File: config.mk
export PLATFORM = sky130hd
export DESIGN_NAME = ball_motion
export DESIGN_NICKNAME = d
export VERILOG_FILES = /design/src/rtl/arkanoid_pkg.sv /design/src/rtl/ball_axis_step.sv /design/src/rtl/ball_motion.sv
export SDC_FILE = /design/constraint.sdc
export NUM_CORES = 1
export LEC_CHECK = 0
export BUFFER_PORTS_ARGS = -buffer_cell sky130_fd_sc_hd__buf_2
export CORE_ASPECT_RATIO = 1.75
export CORE_MARGIN = 1.5
export CORE_UTILIZATION = 32
export CTS_CLUSTER_SIZE = 10
export DETAILED_ROUTE_END_ITERATION = 6
export GPL_ROUTABILITY_DRIVEN = 0
export HOLD_SLACK_MARGIN = 0.12
export PLACE_DENSITY = 0.51
export SLEW_MARGIN = 20
export SYNTH_ARGS = -nofsm -noshare
export SYNTH_HDL_FRONTEND = slang
export SYNTH_HIERARCHICAL = 1
export SYNTH_SLANG_ARGS = --single-unit
File: constraint.sdc
create_clock -name clock -period 15.5 [get_ports clock]
set_input_delay 1.55 -clock clock [delete_from_list [all_inputs] [get_ports clock]]
set_output_delay 1.55 -clock clock [all_outputs]
set_load 0.03 [all_outputs]
File: src/rtl/arkanoid_pkg.sv
// Shared constants for the Arkanoid playfield and ball logic:
// screen geometry defaults, ball FSM state encodings and direction codes.
package arkanoid_pkg;

  // Playfield geometry defaults (pixels)
  localparam int SCREEN_W_DEF  = 640;
  localparam int SCREEN_H_DEF  = 480;
  localparam int BALL_R_DEF    = 4;
  localparam int PADDLE_Y_DEF  = 440;
  localparam int FRAC_BITS_DEF = 2;

  // Ball FSM states
  localparam logic [1:0] HOLD = 2'd0;  // resting on paddle
  localparam logic [1:0] MOVE = 2'd1;  // in flight
  localparam logic [1:0] LOST = 2'd2;  // single cycle after passing the bottom edge

  // Direction codes: 1 means moving towards increasing coordinate
  localparam logic DIR_LEFT  = 1'b0;
  localparam logic DIR_RIGHT = 1'b1;
  localparam logic DIR_UP    = 1'b0;
  localparam logic DIR_DOWN  = 1'b1;

endpackage

File: src/rtl/ball_axis_step.sv
// One-axis fixed-point position integrator with low/high wall clamping.
// Signed step is evaluated one bit wider than the position so that a move
// below zero is detected as a low-wall hit instead of wrapping around.
// A zero speed holds the position and never reports a wall hit.
module ball_axis_step #(
  parameter int POS_W = 12,
  parameter int SPD_W = 4
) (
  input  logic [POS_W-1:0] pos,
  input  logic [SPD_W-1:0] speed,
  input  logic             dir,
  input  logic [POS_W-1:0] lo,
  input  logic [POS_W-1:0] hi,
  output logic [POS_W-1:0] next_pos,
  output logic             hit_lo,
  output logic             hit_hi
);

  logic [POS_W:0] step_s;

  // Step the position by the signed speed and clamp against the walls
  always_comb begin
    step_s   = {1'b0, pos};
    next_pos = pos;
    hit_lo   = 1'b0;
    hit_hi   = 1'b0;
    if (speed == {SPD_W{1'b0}}) begin
      next_pos = pos;
    end else if (dir) begin
      step_s = {1'b0, pos} + {{(POS_W+1-SPD_W){1'b0}}, speed};
      if (step_s > {1'b0, hi}) begin
        next_pos = hi;
        hit_hi   = 1'b1;
      end else begin
        next_pos = step_s[POS_W-1:0];
      end
    end else begin
      step_s = {1'b0, pos} - {{(POS_W+1-SPD_W){1'b0}}, speed};
      // MSB set means the result went negative
      if (step_s[POS_W] || (step_s < {1'b0, lo})) begin
        next_pos = lo;
        hit_lo   = 1'b1;
      end else begin
        next_pos = step_s[POS_W-1:0];
      end
    end
  end

endmodule

File: src/rtl/ball_motion.sv
// Ball motion controller: integrates ball position each frame from the
// speed magnitudes, owns direction, wall/paddle bounces and ball-lost
// detection. Position is kept with FRAC_BITS fractional bits internally.
// Build option: define BALL_MOTION_INVINCIBLE_EN to make the bottom edge
// a bouncing wall (LOST is never entered and lost stays 0).
module ball_motion
  import arkanoid_pkg::*;
#(
  parameter int SCREEN_W  = SCREEN_W_DEF,
  parameter int SCREEN_H  = SCREEN_H_DEF,
  parameter int BALL_R    = BALL_R_DEF,
  parameter int PADDLE_Y  = PADDLE_Y_DEF,
  parameter int FRAC_BITS = FRAC_BITS_DEF
) (
  input  logic       clock,
  input  logic       reset,
  input  logic       tick,
  input  logic       launch,
  input  logic [3:0] b_sx,
  input  logic [3:0] b_sy,
  input  logic [9:0] p_x,
  input  logic [5:0] p_radius,
  input  logic       brick_hit_x,
  input  logic       brick_hit_y,
  output logic [9:0] b_x,
  output logic [9:0] b_y,
  output logic       bd,
  output logic       b_dx,
  output logic       b_dy,
  output logic       lost
);

  localparam int POS_W = 10 + FRAC_BITS;

  // Fixed-point bounds and home positions
  localparam logic [POS_W-1:0] X_LO   = POS_W'(BALL_R << FRAC_BITS);
  localparam logic [POS_W-1:0] X_HI   = POS_W'((SCREEN_W - 1 - BALL_R) << FRAC_BITS);
  localparam logic [POS_W-1:0] Y_LO   = POS_W'(BALL_R << FRAC_BITS);
  localparam logic [POS_W-1:0] Y_HI   = POS_W'((SCREEN_H - 1 - BALL_R) << FRAC_BITS);
  localparam logic [POS_W-1:0] Y_REST = POS_W'((PADDLE_Y - BALL_R) << FRAC_BITS);
  localparam logic [POS_W-1:0] X_HOME = POS_W'((SCREEN_W / 2) << FRAC_BITS);

  logic [1:0]       state_r, state_s;
  logic [POS_W-1:0] pos_x_r, pos_x_s;
  logic [POS_W-1:0] pos_y_r, pos_y_s;
  logic             bd_r, bd_s;
  logic             dx_r, dx_s;
  logic             dy_r, dy_s;

  logic             x_dir_s, y_dir_s;
  logic [POS_W-1:0] x_next_s, y_next_s;
  logic             x_hit_lo_s, x_hit_hi_s;
  logic             y_hit_lo_s, y_hit_hi_s;
  logic [9:0]       x_next_px_s;
  logic             paddle_span_s;
  logic             paddle_hit_s;

  // Brick collisions reverse direction before the step is taken
  assign x_dir_s = dx_r ^ brick_hit_x;
  assign y_dir_s = dy_r ^ brick_hit_y;

  ball_axis_step #(.POS_W(POS_W), .SPD_W(4)) u_axis_x (
    .pos      (pos_x_r),
    .speed    (b_sx),
    .dir      (x_dir_s),
    .lo       (X_LO),
    .hi       (X_HI),
    .next_pos (x_next_s),
    .hit_lo   (x_hit_lo_s),
    .hit_hi   (x_hit_hi_s)
  );

  ball_axis_step #(.POS_W(POS_W), .SPD_W(4)) u_axis_y (
    .pos      (pos_y_r),
    .speed    (b_sy),
    .dir      (y_dir_s),
    .lo       (Y_LO),
    .hi       (Y_HI),
    .next_pos (y_next_s),
    .hit_lo   (y_hit_lo_s),
    .hit_hi   (y_hit_hi_s)
  );

  // Paddle span test on the stepped x, written without subtraction to avoid underflow
  assign x_next_px_s   = x_next_s[POS_W-1:FRAC_BITS];
  assign paddle_span_s = (({1'b0, x_next_px_s} + {5'd0, p_radius}) >= {1'b0, p_x}) &&
                         ({1'b0, x_next_px_s} < ({1'b0, p_x} + {5'd0, p_radius}));
  assign paddle_hit_s  = (y_dir_s == DIR_DOWN) && (b_sy != 4'd0) &&
                         (y_next_s >= Y_REST) && paddle_span_s;

`ifndef BALL_MOTION_INVINCIBLE_EN
  logic lost_r, lost_s;
`endif

  // Next-state logic for the ball FSM, position and direction
  always_comb begin
    state_s = state_r;
    pos_x_s = pos_x_r;
    pos_y_s = pos_y_r;
    bd_s    = bd_r;
    dx_s    = dx_r;
    dy_s    = dy_r;
`ifndef BALL_MOTION_INVINCIBLE_EN
    lost_s  = 1'b0;
`endif
    case (state_r)
      HOLD: begin
        if (tick) begin
          pos_x_s = {p_x, {FRAC_BITS{1'b0}}};
          pos_y_s = Y_REST;
        end else begin
          pos_x_s = pos_x_r;
        end
        if (launch) begin
          state_s = MOVE;
          bd_s    = 1'b1;
          dy_s    = DIR_UP;
        end else begin
          state_s = HOLD;
        end
      end
      MOVE: begin
        if (tick) begin
          pos_x_s = x_next_s;
          pos_y_s = y_next_s;
          if (x_hit_lo_s) begin
            dx_s = DIR_RIGHT;
          end else if (x_hit_hi_s) begin
            dx_s = DIR_LEFT;
          end else begin
            dx_s = x_dir_s;
          end
          if (y_hit_lo_s) begin
            dy_s = DIR_DOWN;
          end else begin
            dy_s = y_dir_s;
          end
          if (paddle_hit_s) begin
            pos_y_s = Y_REST;
            dy_s    = DIR_UP;
            dx_s    = (x_next_px_s < p_x) ? DIR_LEFT : DIR_RIGHT;
          end else if (y_hit_hi_s) begin
`ifdef BALL_MOTION_INVINCIBLE_EN
            dy_s    = DIR_UP;
`else
            state_s = LOST;
            bd_s    = 1'b0;
            lost_s  = 1'b1;
`endif
          end else begin
            state_s = MOVE;
          end
        end else begin
          state_s = MOVE;
        end
      end
      LOST: begin
        state_s = HOLD;
        pos_x_s = X_HOME;
        pos_y_s = Y_REST;
        bd_s    = 1'b0;
        dx_s    = DIR_RIGHT;
        dy_s    = DIR_UP;
      end
      default: begin
        state_s = HOLD;
        pos_x_s = X_HOME;
        pos_y_s = Y_REST;
        bd_s    = 1'b0;
        dx_s    = DIR_RIGHT;
        dy_s    = DIR_UP;
      end
    endcase
  end

  // Register FSM state, position and direction
  always_ff @(posedge clock or posedge reset) begin
    if (reset) begin
      state_r <= HOLD;
      pos_x_r <= X_HOME;
      pos_y_r <= Y_REST;
      bd_r    <= 1'b0;
      dx_r    <= DIR_RIGHT;
      dy_r    <= DIR_UP;
    end else begin
      state_r <= state_s;
      pos_x_r <= pos_x_s;
      pos_y_r <= pos_y_s;
      bd_r    <= bd_s;
      dx_r    <= dx_s;
      dy_r    <= dy_s;
    end
  end

`ifdef BALL_MOTION_INVINCIBLE_EN
  assign lost = 1'b0;
`else
  // Register the one-cycle ball-lost pulse
  always_ff @(posedge clock or posedge reset) begin
    if (reset) begin
      lost_r <= 1'b0;
    end else begin
      lost_r <= lost_s;
    end
  end

  assign lost = lost_r;
`endif

  assign b_x  = pos_x_r[POS_W-1:FRAC_BITS];
  assign b_y  = pos_y_r[POS_W-1:FRAC_BITS];
  assign bd   = bd_r;
  assign b_dx = dx_r;
  assign b_dy = dy_r;

endmodule

-- After elaboration in Yosys (flattened, before gate mapping)
Cells that the tools add are included.
W data, S select, Z words.
- register bits after elaboration: 30
- bits of input ports: 30
- word-level logic and storage cells: 100
- add/subtract/negate cells: 6
- $lt $le $gt $ge: 8
- equality and inequality tests: 8
- mux-type cells: 52
- bitwise gates (word level): 3
- reduce and logical (&&, ||, !) cells: 15
- operators with widths (operator ; number):
    $mux W12 ; 13
    $pmux W12 S2 ; 2
    $mux W1 ; 30
    $add A12 B4 Y13 ; 2
    $lt A13 B5 Y1 const B ; 2
    $sub A12 B4 Y13 ; 2
    $add A10 B6 Y11 ; 2
    $gt A13 B11 Y1 const B ; 1
    $gt A13 B12 Y1 const B ; 1
    $ge A12 B11 Y1 const B ; 1
    $ge A11 B10 Y1 ; 1
    $lt A10 B11 Y1 ; 1
    $lt A10 B10 Y1 ; 1
    $ne A2 B2 Y1 const B ; 5
    $logic_not A4 Y1 ; 2
    $mux W2 ; 3
    $pmux W1 S2 ; 3
    $reduce_and A2 Y1 ; 3
    $logic_and A1 B1 Y1 ; 4
    $pmux W2 S2 ; 1
    $reduce_and A4 Y1 ; 1
    $reduce_bool A4 Y1 ; 1
    $ne A3 B3 Y1 const B ; 1
    $reduce_and A3 Y1 ; 1
    6 further kinds ; 8

-- Longest topological paths before layout
- depth in word-level cells: 13
- mapped depth: 31

-- Modules after synthesis
The synthesis kept the hierarchy.
- modules (own cells, without submodules) (module ; instances ; cells each ; area an instance (µm²)):
    ball_motion ; 1 ; 322 ; 2811.4
    ball_axis_step at u_axis_x ; 1 ; 248 ; 1785.5
    ball_axis_step at u_axis_y ; 1 ; 245 ; 1706.6

-- Least setup slack after synthesis
Ideal clock, no wire load.
- kind: input to register
- from: in b_sx[0]
- to: reg dx_r (netlist: b_dx)
- data arrival time: 7.140 ns
- data required time: 15.418 ns
- slack: 8.278 ns
- stages: 27
- cells stage by stage: ha_1 inv_1 fa_1 a21o_1 a21o_1 nor4_1 xor2_1 ha_1 and3_1 a221oi_1 o221ai_1 nand2_8 mux2_2 a22oi_1 o21ai_0 ha_1 o21a_1 o31a_1 nor3_4 nor3_1 xor2_1 ha_1 a21o_1 a21oi_1 o21ai_2 o221a_4 mux2_4
- longest elaborated chain between the ends: 13
- elaborated cells between the ends (all ways): 28
- classes of those cells: add/sub: 3; order compare: 5; mux: 16; reduce/logical: 4
- ends and longest elaborated chain (element ; line ; source):
    from (decl) ; ball_motion.sv:19 ; input logic [3:0] b_sx,
    $sub A12 B4 Y13 ; ball_axis_step.sv:38 ; step_s = {1'b0, pos} - {{(POS_W+1-SPD_W){1'b0}}, speed};
    $lt A13 B5 Y1 ; ball_axis_step.sv:40 ; if (step_s[POS_W] || (step_s < {1'b0, lo})) begin
    $logic_or A1 B1 Y1 ; ball_axis_step.sv:40 ;
    $mux W12 ; ball_axis_step.sv:40 ;
    $mux W12 ; ball_axis_step.sv:29 ; end else if (dir) begin
    $mux W12 (*) ; ball_axis_step.sv:27 ; if (speed == {SPD_W{1'b0}}) begin
    net x_next_s[5] ; ball_motion.sv:51 ; logic [POS_W-1:0] x_next_s, y_next_s;
    $add A10 B6 Y11 ; ball_motion.sv:86 ; assign paddle_span_s = (({1'b0, x_next_px_s} + {5'd0, p_radius}) >= {1'b0, p_x}) &&
    $ge A11 B10 Y1 ; ball_motion.sv:86 ;
    $logic_and A1 B1 Y1 ; ball_motion.sv:86 ;
    $logic_and A1 B1 Y1 ; ball_motion.sv:89 ; (y_next_s >= Y_REST) && paddle_span_s;
    $mux W1 (*) ; ball_motion.sv:138 ; if (paddle_hit_s) begin
    $mux W1 (*) ; ball_motion.sv:123 ; if (tick) begin
    $pmux W1 S2 (*) ; ball_motion.sv:106 ; case (state_r)
    to (signal assigned) ; ball_motion.sv:190 ; dx_r <= dx_s;
    to (decl) ; ball_motion.sv:47 ; logic dx_r, dx_s;
The timed path passes the listed nets; every way through them passes the cells marked *. The select of a mux whose other input is x is not followed.
A chain may end at the register's enable or synchronous reset.

-- Worst setup path in the final report
- from: in b_sx[3]
- to: reg state_r[0]
- longest elaborated chain between the ends: 11
- elaborated cells between the ends (all ways): 16
- classes of those cells: add/sub: 3; order compare: 4; eq/ne: 1; mux: 4; reduce/logical: 4
- ends and longest elaborated chain (element ; line ; source):
    $sub A12 B4 Y13 ; ball_axis_step.sv:38 ;
    $lt A13 B5 Y1 ; ball_axis_step.sv:40 ;
    $logic_or A1 B1 Y1 ; ball_axis_step.sv:40 ;
    $mux W12 ; ball_axis_step.sv:40 ;
    $mux W12 ; ball_axis_step.sv:29 ;
    $mux W12 (*) ; ball_axis_step.sv:27 ;
    net x_next_s[2] ; ball_motion.sv:51 ;
    $add A10 B6 Y11 ; ball_motion.sv:86 ;
    $ge A11 B10 Y1 ; ball_motion.sv:86 ;
    $logic_and A1 B1 Y1 (*) ; ball_motion.sv:86 ;
    $logic_and A1 B1 Y1 (*) ; ball_motion.sv:89 ;
    $ne A3 B3 Y1 (no source line) (*) ; n/a ;
    to (signal assigned) ; ball_motion.sv:186 ; state_r <= state_s;
    to (decl) ; ball_motion.sv:43 ; logic [1:0] state_r, state_s;
Marks and branches as above.

==> parameters.txt <==
Parameter                              Value

Setup path
  Crit path max-delay cell type    sky130_fd_sc_hd__o21ai_1
  Critical Setup Path Class    in2reg
  Worst Setup Start Kind    input port
  Critical path required time    ~16 ns
  Cell occurring most often along the worst timing path    sky130_fd_sc_hd__ha_1
  Largest stage delay on the critical path    0.74 ns
  Crit Path Max Fanout    13
  Type of destination of the critical path    flip-flop
  CP arrival    8.32 ns

Routing
  Routed wire length on met2    about 12 mm
  DRT met1 WL    between 6 and 7 mm
  Routed wl met3    between 400 and 500 um
  Total vias in the final route    approximately 6000
  Post-DR wirelength/cell    between 15 and 20 um
  DRC violations left    0
  Number of detailed-route iterations in the first pass    4
  DRC marker count from the first detailed-route iteration    between 200 and 300
  Top metal layer carrying routed signals    met4
  Post-DRT Antenna Nets    0
  Detailed-route vias per instance    5.14
  Detailed-route wire length    slightly below 20 mm

STA
  Crit share post-route    0.528
  Aggregate negative setup slack    0 ns
  Hold violation total from the final report    0
  Total of endpoints with negative setup slack in the final report    0
  Max Fclk    roughly 120 MHz
  Actual transition at the worst max-transition pin    just over 0.9 ns
  Min Tclk post-route    roughly 8.2 ns
  Worst hold slack    approximately 0.58 ns
  Pins Over Slew Limit    0
  Clock Skews    about 0.0057 ns
  Remaining max-slew budget at the tightest pin    0.373
  Setup repair after global routing missed its margin    no

Clock network
  Number of setup buffers added after CTS    0
  Number of buffers on the longest clock path    2
  Clock Latency Late Sink    around 0.28 ns
  Cell at the root of the clock tree    sky130_fd_sc_hd__clkbuf_16
  Post-cts sizing count    0
  CTS Hold Buffers Added    0
  Clock transition at the registers of the reported paths    0.06 ns
  Number of buffers added by the clock tree synthesis step    5
  Clock Sinks    30
  H-tree depth reported by CTS    2
  TritonCTS clock tree    built

Job
  Number of maximum-capacitance constraint violations    0

Synthesis
  Netlist cell types    80
  Number of instances in the synthesized netlist    815
  Ranking of synthesized cells by area    sky130_fd_sc_hd__ha_1 20%, sky130_fd_sc_hd__dfrtp_1 8.7%, sky130_fd_sc_hd__inv_1 4.9%
  Post-synth top area share    0.202
  Synth async-reset ratio    1.00
  Number of synthesized flops with an enable pin    0
  Cell type with the largest total area after synthesis    sky130_fd_sc_hd__ha_1
  Most instantiated library cell after synthesis    sky130_fd_sc_hd__ha_1
  Avg Cell Area, Syn    7.73 um^2
  Warnings from Yosys    6
  Post-synthesis sequential element count    30
  Share of synthesized area occupied by flip-flops and latches    0.121
  Most used flip-flop cell after synthesis    sky130_fd_sc_hd__dfrtp_1
  Top cells by count, synth    102 x sky130_fd_sc_hd__ha_1, 83 x sky130_fd_sc_hd__inv_1, 59 x sky130_fd_sc_hd__nor2_1
  Area of the mapped netlist    between 6000 and 7000 um^2

Die
  Horiz. Die Dim    109 um
  Placeable core area    ~19000 um^2
  I/O Pins    between 50 and 60
  Starting Density    0.328
  DIE HEIGHT    between 150 and 200 um
  # rows    between 60 and 70
  Area of the die    20600 um^2

Power
  Leakage    between 3 and 4 nW
  Power per cell area    226 nW/um^2
  Switching share of power    0.564
  Share of total power in the clock network    0.062
  Part of the power in registers    0.136
  IR Drop Worst-Case VDD    roughly 89 uV
  Logic pwr share    0.802
  Internal portion of total power    0.000697 W
  Switching power total    approximately 0.00090 W

Worst hold path
  Worst min-delay path class    reg2reg

Place
  Dpl hpwl    16.5 mm
  Count of input and output buffers    53

Global routing
  Initial antenna violation count    1
  First-pass GRT wire length    around 32 mm
  Total grt overflow    0
  Via count of the first global-routing pass    about 6100
  Largest net degree at the start of global routing    31
  Global-route total usage across every layer    0.199

Finish
  Layout overhead on the synthesized area    12.3%
  Layout net count    roughly 1000
  Ratio of cells with drive above 1 in the final layout    0.123

Status
  Status    complete, no violations
==> power groups by stage <==
stage,sequential (W),combinational (W),clock [W]
6_report,0.000217,0.00128,0.0000990
3_3_place_gp,0.000220,0.00127,0
2_1_floorplan,0.000165,0.00103,0
3_5_place_dp,0.000219,0.00128,0
5_1_grt,0.000226,0.00144,0.000104
4_1_cts,0.000218,0.00129,0.000101
==> cells by family after synthesis <==
group	share of synthesized area
AO/OA/AOI/OAI	0.229
XOR/XNOR	0.0750
adder cells (fa/ha/maj)	0.222
buffers and inverters	0.0985
flip-flops	0.121
multiplexers	0.0546
other	0.00119
AND/OR/NAND/NOR	0.200
==> critical path, delay by kind of cell <==
family | cells | cell delay, ns
xor+xnor | 2 | 0.35
compound gates | 11 | 2.95
simple gates | 7 | 1.21
fa+ha+maj | 5 | 1.58
buf+inv | 3 | 0.26
mux | 1 | 0.41
==> metal layers <==
metal / vias to the layer above / GRT usage
li1: 3010 / -
met1: 2781 / 0.193
met2: 100 / 0.418
met3: 35 / 0.0104
met4: 0 / 0.0683
met5: - / 0
==> final timing paths <==
path                            start    endpoint  slack [ns]  cells past startpoint
max                           b_sx[3]  state_r[0]        7.32                     29
min                                bd          bd        0.58                      2
max reg2reg                pos_x_r[3]  state_r[0]        8.24                     27
min reg2reg                        bd          bd        0.58                      2
max in group asynchronous       reset  pos_x_r[8]       13.82                      3
min in group asynchronous       reset  pos_x_r[1]        1.33                      3
==> sequential cells by signal (all words and copies together), names as in the netlist <==
name and flops:
b_dx 1, lost 1, state_r 2, b_dy 1, pos_x_r 12, pos_y_r 12
bd 1
==> area by class of cell <==
type / instances / area, um^2
sequential: 30 / 761
antenna: 1 / 2.50
timing repair buffer: 60 / 318
multi-input combinational: 731 / 5240
clock inverter: 3 / 21.3
fill: 2078 / 12100
tap: 241 / 302
clock buffer: 5 / 125
inverter: 83 / 312
==> stage by stage <==
step                instances  setup slack (ns)  area, um^2  utilization  power (W)
floorplan                 896              8.28        6610            -    0.00120
global placement         1145              7.18        6930        0.361    0.00149
detailed placement       1145              7.06        6930        0.361    0.00150
CTS                      1153              7.34        7080        0.369    0.00161
global route             1153              6.74        7080        0.369    0.00177
finish                   1154              7.32        7080        0.369    0.00160
==> placed cells by master, fill, tap and decap left out, drive strengths merged, types with 7 or more instances in the layout <==
cell type,instances
mux2,8
nor2b,17
a21oi,60
nor3,21
dfstp,8
buf,60
nand2b,10
ha,102
mux2i,25
dfrtp,22
inv,83
a21o,10
a211oi,12
xor2,29
o221ai,10
and3,9
o22ai,7
nor2,60
nand3,23
conb,83
nand3b,11
xnor2,25
o21ai,43
nand2,57
o211ai,9
(Power assumes the default switching activity.)
